$ cat src/rtl/digi_pkg.sv
// Shared definitions for the digi readout path: sequencer states and output word framing.
package digi_pkg;
  localparam int         OUT_W   = 16;
  localparam logic [1:0] HDR_TAG = 2'b10;
  localparam logic [3:0] TRL_TAG = 4'hF;

  typedef enum logic [3:0] {
    S_IDLE, S_HDR, S_REQ, S_WAIT, S_CAP, S_PUSH, S_TRL, S_NEXT, S_DONE
  } seq_state_t;
endpackage

$ cat src/rtl/out_word_reg.sv
// Single-entry valid/ready holding register; a load always wins over a same-cycle accept.
module out_word_reg
  import digi_pkg::*;
(
  input  logic             clk,
  input  logic             reset_n,
  input  logic             load,
  input  logic [OUT_W-1:0] din,
  input  logic             ready,
  output logic             valid,
  output logic [OUT_W-1:0] data
);
  always_ff @(posedge clk or negedge reset_n) begin
    if (!reset_n) begin
      valid <= 1'b0;
      data  <= '0;
    end else if (load) begin
      valid <= 1'b1;
      data  <= din;
    end else if (valid && ready) begin
      valid <= 1'b0;
    end
  end
endmodule

$ cat src/rtl/channel_readout_seq.sv
// Readout sequencer: walks enabled channels, reads how_many samples from each ring buffer
// and emits a header/data/trailer word stream over valid/ready.
module channel_readout_seq
  import digi_pkg::*;
#(
  parameter int NCH     = 8,
  parameter int RB_SIZE = 10,
  parameter int WIDTH   = 12,
  parameter int RD_LAT  = 2
) (
  input  logic                 clk,
  input  logic                 reset_n,
  input  logic                 start,
  input  logic [NCH-1:0]       ch_mask,
  input  logic [RB_SIZE-1:0]   how_many,
  input  logic [RB_SIZE-1:0]   start_addr,
  input  logic [NCH*WIDTH-1:0] ch_data,
  output logic [NCH-1:0]       read_request,
  output logic [RB_SIZE-1:0]   read_address,
  output logic                 spi_done,
  output logic [15:0]          out_data,
  output logic                 out_valid,
  input  logic                 out_ready,
  output logic                 busy,
  output logic                 pass_done
);
  seq_state_t         state, nxt;
  logic [NCH-1:0]     rem_q, req_onehot;
  logic [RB_SIZE-1:0] hm_q, sa_q, wcnt_q;
  logic [3:0]         ch_q, low_ch;
  logic [2:0]         lat_q;
  logic [WIDTH-1:0]   sample;
  logic [9:0]         hm10;
  logic               accept, ld;
  logic [OUT_W-1:0]   ld_word;

  assign accept    = out_valid && out_ready;
  assign hm10      = 10'(hm_q);
  assign busy      = (state != S_IDLE);
  assign pass_done = (state == S_DONE);
  assign spi_done  = (state == S_PUSH) && accept;

  // Lowest remaining channel, channel slice mux and request decode.
  always_comb begin
    low_ch     = '0;
    sample     = '0;
    req_onehot = '0;
    for (int i = NCH - 1; i >= 0; i--)
      if (rem_q[i]) low_ch = 4'(i);
    for (int i = 0; i < NCH; i++) begin
      if (ch_q == 4'(i)) sample = ch_data[i*WIDTH +: WIDTH];
      req_onehot[i] = (ch_q == 4'(i));
    end
  end

  always_ff @(posedge clk or negedge reset_n) begin
    if (!reset_n) state <= S_IDLE;
    else          state <= nxt;
  end

  // Output words are loaded on entry to HDR/PUSH/TRL so each of those states
  // sees out_valid high from its first cycle.
  always_comb begin
    nxt     = state;
    ld      = 1'b0;
    ld_word = '0;
    case (state)
      S_IDLE: if (start) nxt = S_NEXT;
      S_NEXT: begin
        if (|rem_q) begin
          nxt     = S_HDR;
          ld      = 1'b1;
          ld_word = {HDR_TAG, low_ch, hm10};
        end else begin
          nxt = S_DONE;
        end
      end
      S_HDR: begin
        if (accept) begin
          if (hm_q == '0) begin
            nxt     = S_TRL;
            ld      = 1'b1;
            ld_word = {TRL_TAG, 2'b00, hm10};
          end else begin
            nxt = S_REQ;
          end
        end
      end
      S_REQ:  nxt = S_WAIT;
      S_WAIT: if (lat_q == 3'(RD_LAT - 1)) nxt = S_CAP;
      S_CAP: begin
        nxt     = S_PUSH;
        ld      = 1'b1;
        ld_word = {ch_q, 12'(sample)};
      end
      S_PUSH: begin
        if (accept) begin
          if (wcnt_q + 1'b1 == hm_q) begin
            nxt     = S_TRL;
            ld      = 1'b1;
            ld_word = {TRL_TAG, 2'b00, hm10};
          end else begin
            nxt = S_REQ;
          end
        end
      end
      S_TRL:  if (accept) nxt = S_NEXT;
      S_DONE: nxt = S_IDLE;
      default: nxt = S_IDLE;
    endcase
  end

  always_ff @(posedge clk or negedge reset_n) begin
    if (!reset_n) begin
      rem_q        <= '0;
      hm_q         <= '0;
      sa_q         <= '0;
      wcnt_q       <= '0;
      ch_q         <= '0;
      lat_q        <= '0;
      read_address <= '0;
      read_request <= '0;
    end else begin
      case (state)
        S_IDLE: if (start) begin
          rem_q <= ch_mask;
          hm_q  <= how_many;
          sa_q  <= start_addr;
        end
        S_NEXT: if (|rem_q) begin
          ch_q         <= low_ch;
          rem_q        <= rem_q & (rem_q - 1'b1);
          read_address <= sa_q;
          wcnt_q       <= '0;
        end
        S_CAP:  read_address <= read_address + 1'b1;
        S_PUSH: if (accept) wcnt_q <= wcnt_q + 1'b1;
        default: ;
      endcase
      lat_q <= (state == S_WAIT) ? lat_q + 3'd1 : 3'd0;
      if (nxt == S_REQ)                 read_request <= req_onehot;
      else if (state == S_TRL && accept) read_request <= '0;
    end
  end

  out_word_reg u_out (
    .clk     (clk),
    .reset_n (reset_n),
    .load    (ld),
    .din     (ld_word),
    .ready   (out_ready),
    .valid   (out_valid),
    .data    (out_data)
  );
endmodule

$ cat config.mk
export PLATFORM = sky130hd
export DESIGN_NAME = channel_readout_seq
export DESIGN_NICKNAME = d
export VERILOG_FILES = /design/src/rtl/digi_pkg.sv /design/src/rtl/out_word_reg.sv /design/src/rtl/channel_readout_seq.sv
export SDC_FILE = /design/constraint.sdc
export NUM_CORES = 1
export LEC_CHECK = 0
export CAP_MARGIN = 20
export CORE_ASPECT_RATIO = 1.5
export CORE_UTILIZATION = 50
export CTS_CLUSTER_SIZE = 28
export DETAILED_ROUTE_END_ITERATION = 16
export PLACE_DENSITY = 0.86
export SYNTH_ARGS = -nofsm -noshare
export SYNTH_HDL_FRONTEND = slang
export SYNTH_SLANG_ARGS = --single-unit
$ cat constraint.sdc
create_clock -name clk -period 3.7 [get_ports clk]
set_input_delay 1.11 -clock clk [delete_from_list [all_inputs] [get_ports clk]]
set_output_delay 1.11 -clock clk [all_outputs]
set_load 0.01 [all_outputs]
# Yosys cells after proc, flatten, opt, wreduce, memory -nomap -nowiden
# Cells that the tools add are included.
[totals]
register_bits = 84
latchBits = 0
ramBits = 0
mem_bits_ro = 0
input_bits = 128
out_inout_bits = 38
wordCells = 105
memories = 0
[op_classes]
addsub = 4
mul = 0
n_div = 0
magnitude_cmp = 0
eq_ne = 21
shifts = 0
n_mux = 50
n_bitwise = 1
n_reduce_logical = 18
[op_table]
columns = ["operator", "n"]
rows = [
  ["two-way mux 12 bit", 8],
  ["two-way mux 16 bit", 5],
  ["case mux 16 bit (4 select lines)", 1],
  ["two-way mux 4 bit", 11],
  ["case mux 10 bit (2 select lines)", 2],
  ["== test 4 x 3 -> 1 bit (second input constant)", 8],
  ["two-way mux 8 bit", 4],
  ["case mux 4 bit (8 select lines)", 1],
  ["two-way mux 10 bit", 3],
  ["adder 10 x 1 -> 10 bit (second input constant)", 2],
  ["== test 4 x 2 -> 1 bit (second input constant)", 5],
  ["two-way mux 3 bit", 6],
  ["case mux 8 bit (2 select lines)", 1],
  ["== test 10 bit", 1],
  ["logical NOT 10 bit", 1],
  ["nonzero test 2 bit", 5],
  ["bitwise AND 8 bit", 1],
  ["== test 4 x 1 -> 1 bit (second input constant)", 2],
  ["logical NOT 4 bit", 2],
  ["OR reduction 8 bit", 1],
  ["subtractor 8 x 1 -> 8 bit (second input constant)", 1],
  ["two-way mux 1 bit", 7],
  ["!= test 2 bit (second input constant)", 3],
  ["AND reduction 2 bit", 3],
  ["7 further kinds", 10],
]

# Longest topological paths before layout
[logic_depth]
ltp_word = 10
mapped_depth = 11
ltp_nobuf = 9

# Cells and area by module
# From an unflattened synthesis, not the netlist that was laid out.
[unflattened]
hier_cells = 538
hier_area_um2 = 5003.5
[modules_own_cells]
columns = ["module", "instances", "cells_per_inst", "area_each_um2", "seq_area_each_um2"]
rows = [
  ["channel_readout_seq", 1, 501, 4320.4, 1651.6],
  ["out_word_reg", 1, 37, 683.2, 425.4],
]

# Worst setup path after synthesis
# No wires, ideal clock.
[synth_timing]
path_kind = "input to output"
from = "in out_ready"
to = "out spi_done"
arrival_time_ns = 1.727
required_ns = 2.590
path_slack_ns = 0.863
stages = 4
n_path_buf = 1
path_cell_list = "nand2_1 -> or2_2 -> buf_2 -> clkinv_1"
[synth_between]
elab_chain_len = 2
[synth_lines]
columns = ["element", "line", "source"]
rows = [
  ["from (decl)", "channel_readout_seq.sv:23", "input logic out_ready,"],
  ["logical AND 1 bit", "channel_readout_seq.sv:37", "assign accept = out_valid && out_ready;"],
  ["logical AND 1 bit", "channel_readout_seq.sv:41", "assign spi_done = (state == S_PUSH) && accept;"],
  ["to (decl)", "channel_readout_seq.sv:20", "output logic spi_done,"],
]
# No other way between the ends.

# Final worst setup path
# Ends and elaborated chain as after synthesis.

==> out/qor.yml <==
synthesis:
  yosysUniqueCellTypes: 67
  yosys_warnings: 0
  synth.most_common_cell: "nand2_1"
  ys_ff_latch: 83
  synth-main-ff-cell: "dfrtp_1"
  synth_cells: 564
  synth_top_area_cell: "dfrtp_1"
  yosysSeqAreaShare: 0.4174
  synth_nets: 696
  ys_async_sr_fraction: 1.000
  netlist_area_sq_um: 4976
  synth.top_cells.by_count: "nand2_1, dfrtp_1, nor2_1"
  synth-edff-count: 0
  synth_top_area_share: 0.4174
  syn_area_per_cell_sq_um: 8.823
  synth.area.top_cells: "dfrtp_1, nand2_1, mux4_2"
timing:
  fin_worst_hold_slack_ns: 0.4804
  maxSlewViolCount: 0
  fmax_ghz: 0.2920
  relSlewSlack: 0.2900
  skew_ns: 0.009193
  tightestPinTransition_ns: 1.065
  layout_setup_ws_ns: 0.2751
  fin_crit_ns: 3.425
  rsz0062_at_grt: "false"
  hold_viol_final: 0
  setup_violations: 0
  min_period_over_period: 0.9256
critical_path:
  start_kind: "primary input"
  max_stage_delay_ns: 0.49
  path_buf_inv: 3
  worst_ep_required_time_ns: 2.59
  critPathTopFamily: "buffers and inverters"
  crit-reg2reg-launch: "wcnt_q[0]"
  worstPathCellList: "clkdlybuf4s50_1, nand2_1, or2_2, clkinv_1, dlygate4sd2_1"
  path_class: "primary input to primary output"
  crit_fanout: 2
  crit_arrival_ns: 2.31
  cp-startpoint: "out_ready"
  end_kind: "primary output"
  cp_slowest_cell: "clkdlybuf4s50_1"
clock_tree:
  cts_tree: "built"
  path_clk_slew_ns: 0.06
  numCtsBuffers: 9
  postCtsSetupBuffers: 0
  numClockSinks: 83
  insertion_delay_ns: 0.34
  clock-root-buffer: "clkbuf_16"
  htreeDepth: 3
  clock_path_buffers: 2
routing:
  vias: 5132
  via_per_inst: 6.124
  wire_per_inst_microns: 19.18
  initialDrtViolationCount: 466
  route.top_layer_used: "met4"
  dr_wl_met2_microns: 8533
  met3_length_microns: 1117
  route.detailed.drc: 0
  routed_wirelength_microns: 16070
  ant_nets: 0
  dr.pass1.iters: 5
  wl_met1_microns: 5878
hold_path:
  hold_path_startpoint: "sa_q[5]"
  min_path_type: "register to register"
place:
  place_ws_ns: -0.005987
  dp_hpwl_microns: 11670
  gp_congestion: 0.8992
  io_buffers: 165
  dpl-instance-area_sq_um: 6700
cells_and_area:
  n_antenna_cell: 0
  final_area_sq_um: 7059
  drive_above_1_share: 0.07469
  final_nets: 850
  area_growth_pct: 41.87
global_routing:
  grt-ovfl-total: 0
  grt_pass1_wl_microns: 25320
  antenna_found_initial: 0
  grt_pass1_vias: 5112
  grt_max_degree: 84
  grt_use_total: 0.3129
die:
  initial_utilization: 0.5136
  ios: 166
  die_height_microns: 124.2
  die_area_sq_um: 10360
  die_w_microns: 83.46
  fp-row-count: 44
  core_area_sq_um: 9689
outcome:
  outcome: "complete, no violations"
power:
  powerDensity_nw_per_um2: 726.1
  irDropWorstVdd_mv: 0.5008
  p_leak_nw: 3.100
job:
  drv_cap: 0
-- cells by family after synthesis --
logic type	synth area share
mux	0.09429
fa+ha+maj	0.01006
compound gates	0.1750
flops	0.4174
simple gates	0.2336
xor+xnor	0.02565
buf+inv	0.04400
-- what timing repair did --
item	4_1_cts	5_1_grt
gates resized for setup	1	0
setup endpoints to repair	1	0
hold buffers	0	0
-- state kept, by name, indices dropped and copies added, names as in the netlist --
signal / cells
u_out.valid: 1
read_request: 8
hm10: 10
u_out.data: 16
read_address: 10
state: 4
rem_q: 8
wcnt_q: 10
ch_q: 3
sa_q: 10
lat_q: 3
-- path summary, 6_finish.rpt --
path / to / slack, ns / cells past startpoint
min in group asynchronous: rem_q[5] / 0.63 / 1
min: sa_q[5] / 0.48 / 2
max reg2reg: u_out.data[11] / 0.80 / 8
max: spi_done / 0.28 / 5
min reg2reg: sa_q[5] / 0.48 / 2
max in group asynchronous: u_out.data[4] / 2.46 / 2
-- final cells by class --
type,count,area [sq um]
Tap cell,115,143.9
Inverter,16,60.06
Multi-Input combinational cell,430,2680
Timing Repair Buffer,178,1765
Fill cell,706,2630
Sequential cell,83,2077
Clock buffer,10,239.0
Clock inverter,6,93.84
-- placed cells by master (no fill, tap or decap), types with 7 or more instances in the layout --
cell type and count:
a21oi_1 35, a221o_1 11, a22o_1 8, buf_4 13
clkbuf_16 9, clkdlybuf4s50_1 163, dfrtp_1 83, inv_1 14
mux2i_1 21, mux4_2 10, nand2_1 127, nand3_1 19
nor2_1 49, nor2b_1 9, nor3_1 7, o21ai_0 33
xnor2_1 8
-- worst min-delay path, stage by stage, from the launching register on --
cell and delay [ns]:
dfrtp_1 0.34, nand2_1 0.05, nand2_1 0.06
-- metal layers --
metal | vias up | global-route usage
li1 | 2319 | -
met1 | 2491 | 0.3570
met4 | 0 | 0.1356
met3 | 56 | 0.07091
met5 | - | 0
met2 | 266 | 0.5651
-- through the flow --
stage          power (mW)  instances  setup TNS (ns)    util
2_1_floorplan       3.116        564               0       -
4_1_cts             5.099        837               0  0.7257
3_3_place_gp        3.961        821               0  0.6915
6_report            5.126        838               0  0.7286
5_1_grt             5.422        838               0  0.7286
3_5_place_dp        4.067        821       -0.005987  0.6915
-- power by group --
group          switching (mW)  internal (mW)
clock network           0.383          0.618
logic                    1.21           1.19
registers               0.463           1.27
total                    2.05           3.07
Note: power is estimated with default switching activity, not from simulation.
